[src/rtl/aes_dec_round_ctrl.sv]
// Round sequencer for an iterative AES inverse cipher: validates Nk/Nr, triggers
// key expansion when needed, walks the round index from Nr down to 0, then holds the result.
module aes_dec_round_ctrl #(
  parameter int RW          = 4,
  parameter int KEY_TIMEOUT = 64
) (
  input  logic          clk,
  input  logic          rst,
  input  logic          start,
  input  logic          new_key,
  input  logic [RW-1:0] nk,
  input  logic [RW-1:0] nr,
  input  logic          abort,
  output logic          ready,
  output logic          busy,
  output logic          key_start,
  input  logic          key_done,
  input  logic          key_err,
  output logic [RW-1:0] round,
  output logic          st_ld,
  output logic          sel_init,
  output logic          sel_last,
  output logic          out_valid,
  input  logic          out_ready,
  output logic          err,
  output logic [1:0]    err_code
);

  localparam int CW = $clog2(KEY_TIMEOUT + 1);

  typedef enum logic [2:0] {
    S_IDLE, S_WAIT_KEY, S_INIT, S_ROUND, S_FINAL, S_DONE, S_ERR
  } state_t;

  state_t        state_q, state_d;
  logic [RW-1:0] round_q, round_d;
  logic [RW-1:0] nr_q, nr_d;
  logic [CW-1:0] tmo_q, tmo_d;
  logic [1:0]    err_code_q, err_code_d;
  logic          key_valid_q, key_valid_d;
  logic          pair_ok;

  assign pair_ok = (nk == RW'(4) && nr == RW'(10)) ||
                   (nk == RW'(6) && nr == RW'(12)) ||
                   (nk == RW'(8) && nr == RW'(14));

  // NOTE: state registers use non-blocking assignments so every flop samples pre-edge values.
  always_ff @(posedge clk) begin
    if (rst) begin
      state_q     <= S_IDLE;
      round_q     <= '0;
      nr_q        <= '0;
      tmo_q       <= '0;
      err_code_q  <= 2'b00;
      key_valid_q <= 1'b0;
    end else begin
      state_q     <= state_d;
      round_q     <= round_d;
      nr_q        <= nr_d;
      tmo_q       <= tmo_d;
      err_code_q  <= err_code_d;
      key_valid_q <= key_valid_d;
    end
  end

  // NOTE: every output and _d signal gets a default first, so no path through the case infers a latch.
  always_comb begin
    state_d     = state_q;
    round_d     = round_q;
    nr_d        = nr_q;
    tmo_d       = tmo_q;
    err_code_d  = err_code_q;
    key_valid_d = key_valid_q;
    key_start   = 1'b0;
    st_ld       = 1'b0;
    sel_init    = 1'b0;
    sel_last    = 1'b0;
    out_valid   = 1'b0;
    err         = 1'b0;

    unique case (state_q)
      S_IDLE: begin
        if (start) begin
          err_code_d = 2'b00;
          nr_d       = nr;
          if (!pair_ok) begin
            err_code_d = 2'b01;
            state_d    = S_ERR;
          end else if (new_key || !key_valid_q) begin
            key_start   = 1'b1;
            key_valid_d = 1'b0;
            tmo_d       = '0;
            state_d     = S_WAIT_KEY;
          end else begin
            round_d = nr;
            state_d = S_INIT;
          end
        end
      end
      S_WAIT_KEY: begin
        tmo_d = tmo_q + 1'b1;
        if (key_err) begin
          err_code_d  = 2'b10;
          key_valid_d = 1'b0;
          state_d     = S_ERR;
        end else if (key_done) begin
          key_valid_d = 1'b1;
          round_d     = nr_q;
          state_d     = S_INIT;
        end else if (tmo_q == CW'(KEY_TIMEOUT - 1)) begin
          err_code_d  = 2'b11;
          key_valid_d = 1'b0;
          state_d     = S_ERR;
        end
      end
      S_INIT: begin
        st_ld    = 1'b1;
        sel_init = 1'b1;
        round_d  = round_q - 1'b1;
        state_d  = S_ROUND;
      end
      S_ROUND: begin
        st_ld   = 1'b1;
        round_d = round_q - 1'b1;
        if (round_q == RW'(1)) state_d = S_FINAL;
      end
      S_FINAL: begin
        st_ld    = 1'b1;
        sel_last = 1'b1;
        state_d  = S_DONE;
      end
      S_DONE: begin
        out_valid = 1'b1;
        if (out_ready) state_d = S_IDLE;
      end
      S_ERR: begin
        err     = 1'b1;
        state_d = S_IDLE;
      end
      default: state_d = S_IDLE;
    endcase

    // Abort overrides whatever transition the state decided on this cycle.
    if (abort && state_q != S_IDLE) begin
      state_d    = S_IDLE;
      round_d    = '0;
      err_code_d = err_code_q;
      if (state_q == S_WAIT_KEY) key_valid_d = 1'b0;
      else                       key_valid_d = key_valid_q;
    end
  end

  assign ready    = (state_q == S_IDLE);
  assign busy     = ~ready;
  assign round    = round_q;
  assign err_code = err_code_q;

endmodule

[config.mk]
export PLATFORM = sky130hd
export DESIGN_NAME = aes_dec_round_ctrl
export DESIGN_NICKNAME = d
export VERILOG_FILES = /design/src/rtl/aes_dec_round_ctrl.sv
export SDC_FILE = /design/constraint.sdc
export NUM_CORES = 1
export LEC_CHECK = 0
export BUFFER_PORTS_ARGS = -buffer_cell sky130_fd_sc_hd__clkbuf_2
export CORE_MARGIN = 2
export CORE_UTILIZATION = 30
export DETAILED_ROUTE_END_ITERATION = 7
export HOLD_SLACK_MARGIN = 0.02
export PLACE_DENSITY = 0.5
export SKIP_LAST_GASP = 1
export SLEW_MARGIN = 5
export SYNTH_ARGS = -nofsm -noshare
export SYNTH_HDL_FRONTEND = slang
export SYNTH_SLANG_ARGS = --single-unit
[constraint.sdc]
create_clock -name clk -period 1.8 [get_ports clk]
set_input_delay 0.36 -clock clk [delete_from_list [all_inputs] [get_ports clk]]
set_output_delay 0.36 -clock clk [all_outputs]
set_load 0.01 [all_outputs]
# Word level (Yosys, flattened, before mapping)
# Cells that the tools add are included.
# totals
reg_bits	21
# classes
addsub	2
n_eq_ne	30
muxes	43
bitwise	2
n_reduce_logical	21
# ops
operator	count
$mux 3	7
$mux 7	3
$mux 4	5
$mux 1	18
$pmux 3 s6	1
$eq 4x4->1 const B	4
$pmux 7 s2	1
$ne 2x2->1 const B	6
$pmux 4 s3	1
$reduce_and 6->1	2
$mux 2	5
$eq 3x3->1 const B	3
$eq 4x3->1 const B	2
$reduce_and 4->1	2
$add 7x1->7 const B	1
$eq 7x6->1 const B	1
$eq 3x2->1 const B	2
$ne 2x1->1 const B	3
$ne 3x1->1 const B	2
$ne 3x3->1 const B	2
$reduce_bool 3->1	2
$ne 5x5->1 const B	1
$reduce_and 5->1	1
$eq 4x1->1 const B	1
other kinds (15)	22

# Depth between registers and ports, before layout
# logic_depth
depth_word	8
depth_mapped	8

# Least setup slack after synthesis
# OpenSTA, ideal clock, no wires.
# synth_timing
path_type	input-to-output
start	input port nk[1]
end	output port key_start
t_arrival_ns	1.475
required_ns	1.440
setup_slack_ns	-0.035
path_stages	4
cell_sequence	nand2b_1 a2111oi_4 nand2_1 nor3_1
# synth_between
elab_chain_len	7
elab_cells_between_ends	11
classes_between	eq/ne: 3; mux: 3; reduce/logical: 5
# synth_lines
element	line_no	rtl
start: declaration	11	input logic [RW-1:0] nk,
$eq 4x3->1 (on tied branches)	43, 44	
$logic_and 1x1->1 (on tied branches)	43, 44	
$logic_or 1x1->1	43	assign pair_ok = (nk == RW'(4) && nr == RW'(10)) ||
$logic_or 1x1->1 (*)	44	(nk == RW'(6) && nr == RW'(12)) ||
$mux 1 (*)	86	if (!pair_ok) begin
$mux 1 (*)	83	if (start) begin
$mux 1 (*)	81	unique case (state_q)
end: declaration	16	output logic key_start,
# Every way passes the cells marked *; elsewhere a longest branch is shown, timed or not.

# Worst setup path after layout
# layout_timing
start	input port nr[1]
end	output port key_start
# layout_between
elab_chain_len	7
elab_cells_between_ends	11
classes_between	eq/ne: 3; mux: 3; reduce/logical: 5
# layout_lines
element	line_no	rtl
start: declaration	12	input logic [RW-1:0] nr,
$eq 4x4->1 (on tied branches)	43, 44	
$logic_and 1x1->1 (on tied branches)	43, 44	
$logic_or 1x1->1	43	
$logic_or 1x1->1 (*)	44	
$mux 1 (*)	86	
$mux 1 (*)	83	
$mux 1 (*)	81	
# Marks and branches as above.

==> results by group <==
Floorplan
  – Starting Density: 31.2%
  – Die area: 5110 sq um
  – Std-Cell Rows: 24
  – Die W: 71.5 um
  – Die Y: 71.5 um
  – Placeable Area: 4380 sq um
  – # IOs: 30

Place
  – Number of port buffers: 29
  – RePlAce Congestion: 0.800
  – Dpl hpwl: 3010 um
  – Cells after DPL: 285

Yosys
  – Mapped Cells: 185
  – Fraction of registers with async set/reset: 0%
  – Synth Warn #: 0
  – Primary FF master, synth: dfxtp_1
  – Syn Area/Cell: 7.39 sq um
  – Synth Cell Area: 1370 sq um
  – Number of synthesized register bits: 21
  – Synthesized Nets: 204
  – Register area share after synthesis: 30.7%
  – Yosys cell types: 45
  – EDFF count, synth: 0

Drt
  – Per-cell routed wire length: 13.9 um
  – DRC Markers: 0
  – Vias: 1,524
  – Antenna viol nets, final: 0
  – Drt first pass iters: 4
  – Initial DRC Count: 129
  – WL final: 4050 um
  – Vias per inst: 5.22

Clocking
  – Num CTS Buffers: 3
  – Worst-skew pair later-pin latency: 0.27 ns
  – Max Root-Sink Buffers: 2
  – Clock slew at reported path FFs: 0.09 ns
  – Hold buffers post-CTS: 0
  – Root Buffer: clkbuf_8
  – Htree depth: 1
  – CTS tree: yes
  – CTS sink cnt: 21

Critical path
  – CP Buf/Inv Count: 4
  – Crit. End Element: output port
  – Required @ worst endpoint: 1.44 ns
  – CP peak stage delay: 0.24 ns
  – Worst-path fanout max: 3
  – CP cell instances: clkbuf_2 > buf_4 > buf_4 > nand2_1 > mux2i_2 > nand2_1 > nor3_2 > buf_2
  – Critical path depth: 8
  – R2R cell count: 7
  – Slowest cell on crit path: mux2i_2
  – Setup CP Type: in2out
  – CP Data Arrival Time: 1.45 ns
  – Cell family with the largest share of critical-path delay: buffers and inverters
  – CP Launch Type: input port

Cells and area
  – Fillers: 447
  – Nets@finish: 260
  – Layout cell share with drive strength beyond 1: 33.8%
  – Non-filler instance count after layout: 292
  – Area delta synth->final: 37.0%
  – ANT cells: 0

Global routing
  – Largest net degree at the start of global routing: 16
  – Total GRT Usage: 16.5%
  – First-pass GRT wire length: 6820 um
  – Initial antenna violation count: 0
  – Number of global-route vias before repair: 1,470
  – Grt total ovfl: 0

Timing
  – Unrepaired setup endpoints after global routing: yes
  – Endpoints failing hold: 0
  – Slew headroom: 68.7%
  – Tcrit/Tclk final: 100%
  – Fin worst setup slack: -0.00898 ns
  – Final Hold Slack: 0.377 ns
  – Setup violations, final: 1
  – Fmax achieved: 553 MHz
  – Slew Viols, Final: 0
  – Setup TNS: -0.00898 ns
  – Setup Skew: 0.00900 ns
  – Worst Max-Slew Pin Slew: 0.463 ns
  – Tmin final: 1.81 ns

Flow run
  – Max-cap violations: 0

Status
  – Status: finished, violations left
  – Failing checks: setup timing

Power
  – Static leakage: 0.774 nW
  – Final Power: 2.52 mW
  – Pwr Density: 1350 nW/um^2
  – Worst vdd ir: 0.527 mV

Hold path
  – Hold WC Path Type: in2reg
  – Worst hold path depth: 4
[kinds of logic (layout without fill, tap and decap cells)]
| family | Yosys count | count (layout) | share of synthesized area (%) |
|---|---|---|---|
| simple gates | 81 | 81 | 29.1 |
| compound gates | 61 | 61 | 31.2 |
| flops | 21 | 21 | 30.7 |
| buf+inv | 17 | 72 | 4.76 |
| fa+ha+maj | 3 | 3 | 2.75 |
| mux | 2 | 2 | 1.46 |
[layout make-up]
class | instances | area, sq um | area share, %
clock buffers | 3 | 41.3 | 2.20
flip-flops and latches | 21 | 424 | 22.6
repair buffers | 61 | 385 | 20.6
inverters | 7 | 26.3 | 1.40
clock inverters | 1 | 5.00 | 0.267
multi-input cells | 147 | 926 | 49.4
well taps | 52 | 65.1 | 3.47
[path summary, 6_finish.rpt]
check	startpoint	end	slack [ns]
setup reg to reg	round[1]	state_q[2]	0.10
setup / recovery	nr[1]	key_start	-0.009
hold / removal	out_ready	state_q[2]	0.38
hold reg to reg	nr_q[0]	nr_q[0]	0.46
[flip-flops by register name (all words and copies together), names as in the netlist]
name	count
err_code	2
key_valid_q	1
nr_q	4
round	4
state_q	3
tmo_q	7
[placed cells by master (no fill, tap or decap), types with 2 or more instances in the layout]
master	instances
a21o_1	3
a21oi_1	16
a311oi_1	4
a31oi_1	3
buf_4	32
clkbuf_2	28
clkbuf_8	3
dfxtp_1	18
dfxtp_2	3
ha_1	3
inv_1	5
nand2_1	25
nand2b_1	9
nand3_1	10
nand4_1	2
nor2_1	15
nor2b_1	5
o2111ai_1	2
o21ai_0	14
o21ai_1	2
o311ai_1	2
[tightest hold or removal path: stages]
cell      delay, ns
clkbuf_2       0.08
nor4bb_1       0.06
inv_1          0.06
a21oi_1        0.05
[routing by layer]
layer / wire (um) / vias to the layer above / GRT usage, % / part of all wire, %
li1: - / 791 / - / -
met1: 1960 / 700 / 22.2 / 48
met2: 1900 / 31 / 27.9 / 47
met3: 160 / 2 / 2.25 / 4.0
met4: 29 / 0 / 4.40 / 0.72
met5: 0 / - / 0 / 0
[power by group]
group / switching (mW) / leakage, nW / total, mW / internal [mW]
sequential: 0.131 / 0.172 / 0.706 / 0.575
combinational: 0.829 / 0.577 / 1.49 / 0.663
clock: 0.168 / 0.0255 / 0.323 / 0.154
total: 1.13 / 0.774 / 2.52 / 1.39
[synth_stat cells, drive strengths merged, types with 2 or more instances]
cell type | n | share of area (%)
nand2 | 26 | 7.1
dfxtp | 21 | 31
a21oi | 16 | 5.9
nor2 | 16 | 4.4
o21ai | 16 | 5.9
nand3 | 10 | 3.7
nand2b | 9 | 4.1
clkbuf | 8 | 2.2
inv | 6 | 1.6
nor2b | 5 | 2.3
a311oi | 4 | 2.6
a31oi | 4 | 1.8
o311ai | 4 | 2.6
a21o | 3 | 1.6
ha | 3 | 2.7
o2111ai | 3 | 1.9
a2111oi | 2 | 2.7
a211oi | 2 | 1.1
buf | 2 | 0.64
mux2i | 2 | 1.5
nand4 | 2 | 0.91
nor3 | 2 | 0.73
or2 | 2 | 0.92
[repair_timing]
item / 4_1_cts / 5_1_grt
resized for setup: 5 / 9
cloned: 0 / 0
pin swaps: 3 / 2
buffers inserted: 2 / 1
setup endpoints to repair: 5 / 8
[metrics by stage]
step	cell area [sq um]	worst slack (ns)	util (%)
5_1_grt	1870	-0.0873	42.7
6_report	1870	-0.00898	42.7
3_3_place_gp	1760	-0.0895	40.2
4_1_cts	1830	-0.0701	41.7
3_5_place_dp	1760	-0.0984	40.2
2_1_floorplan	1370	0.0171	-
No activity file was read; power rests on OpenSTA's default activity.
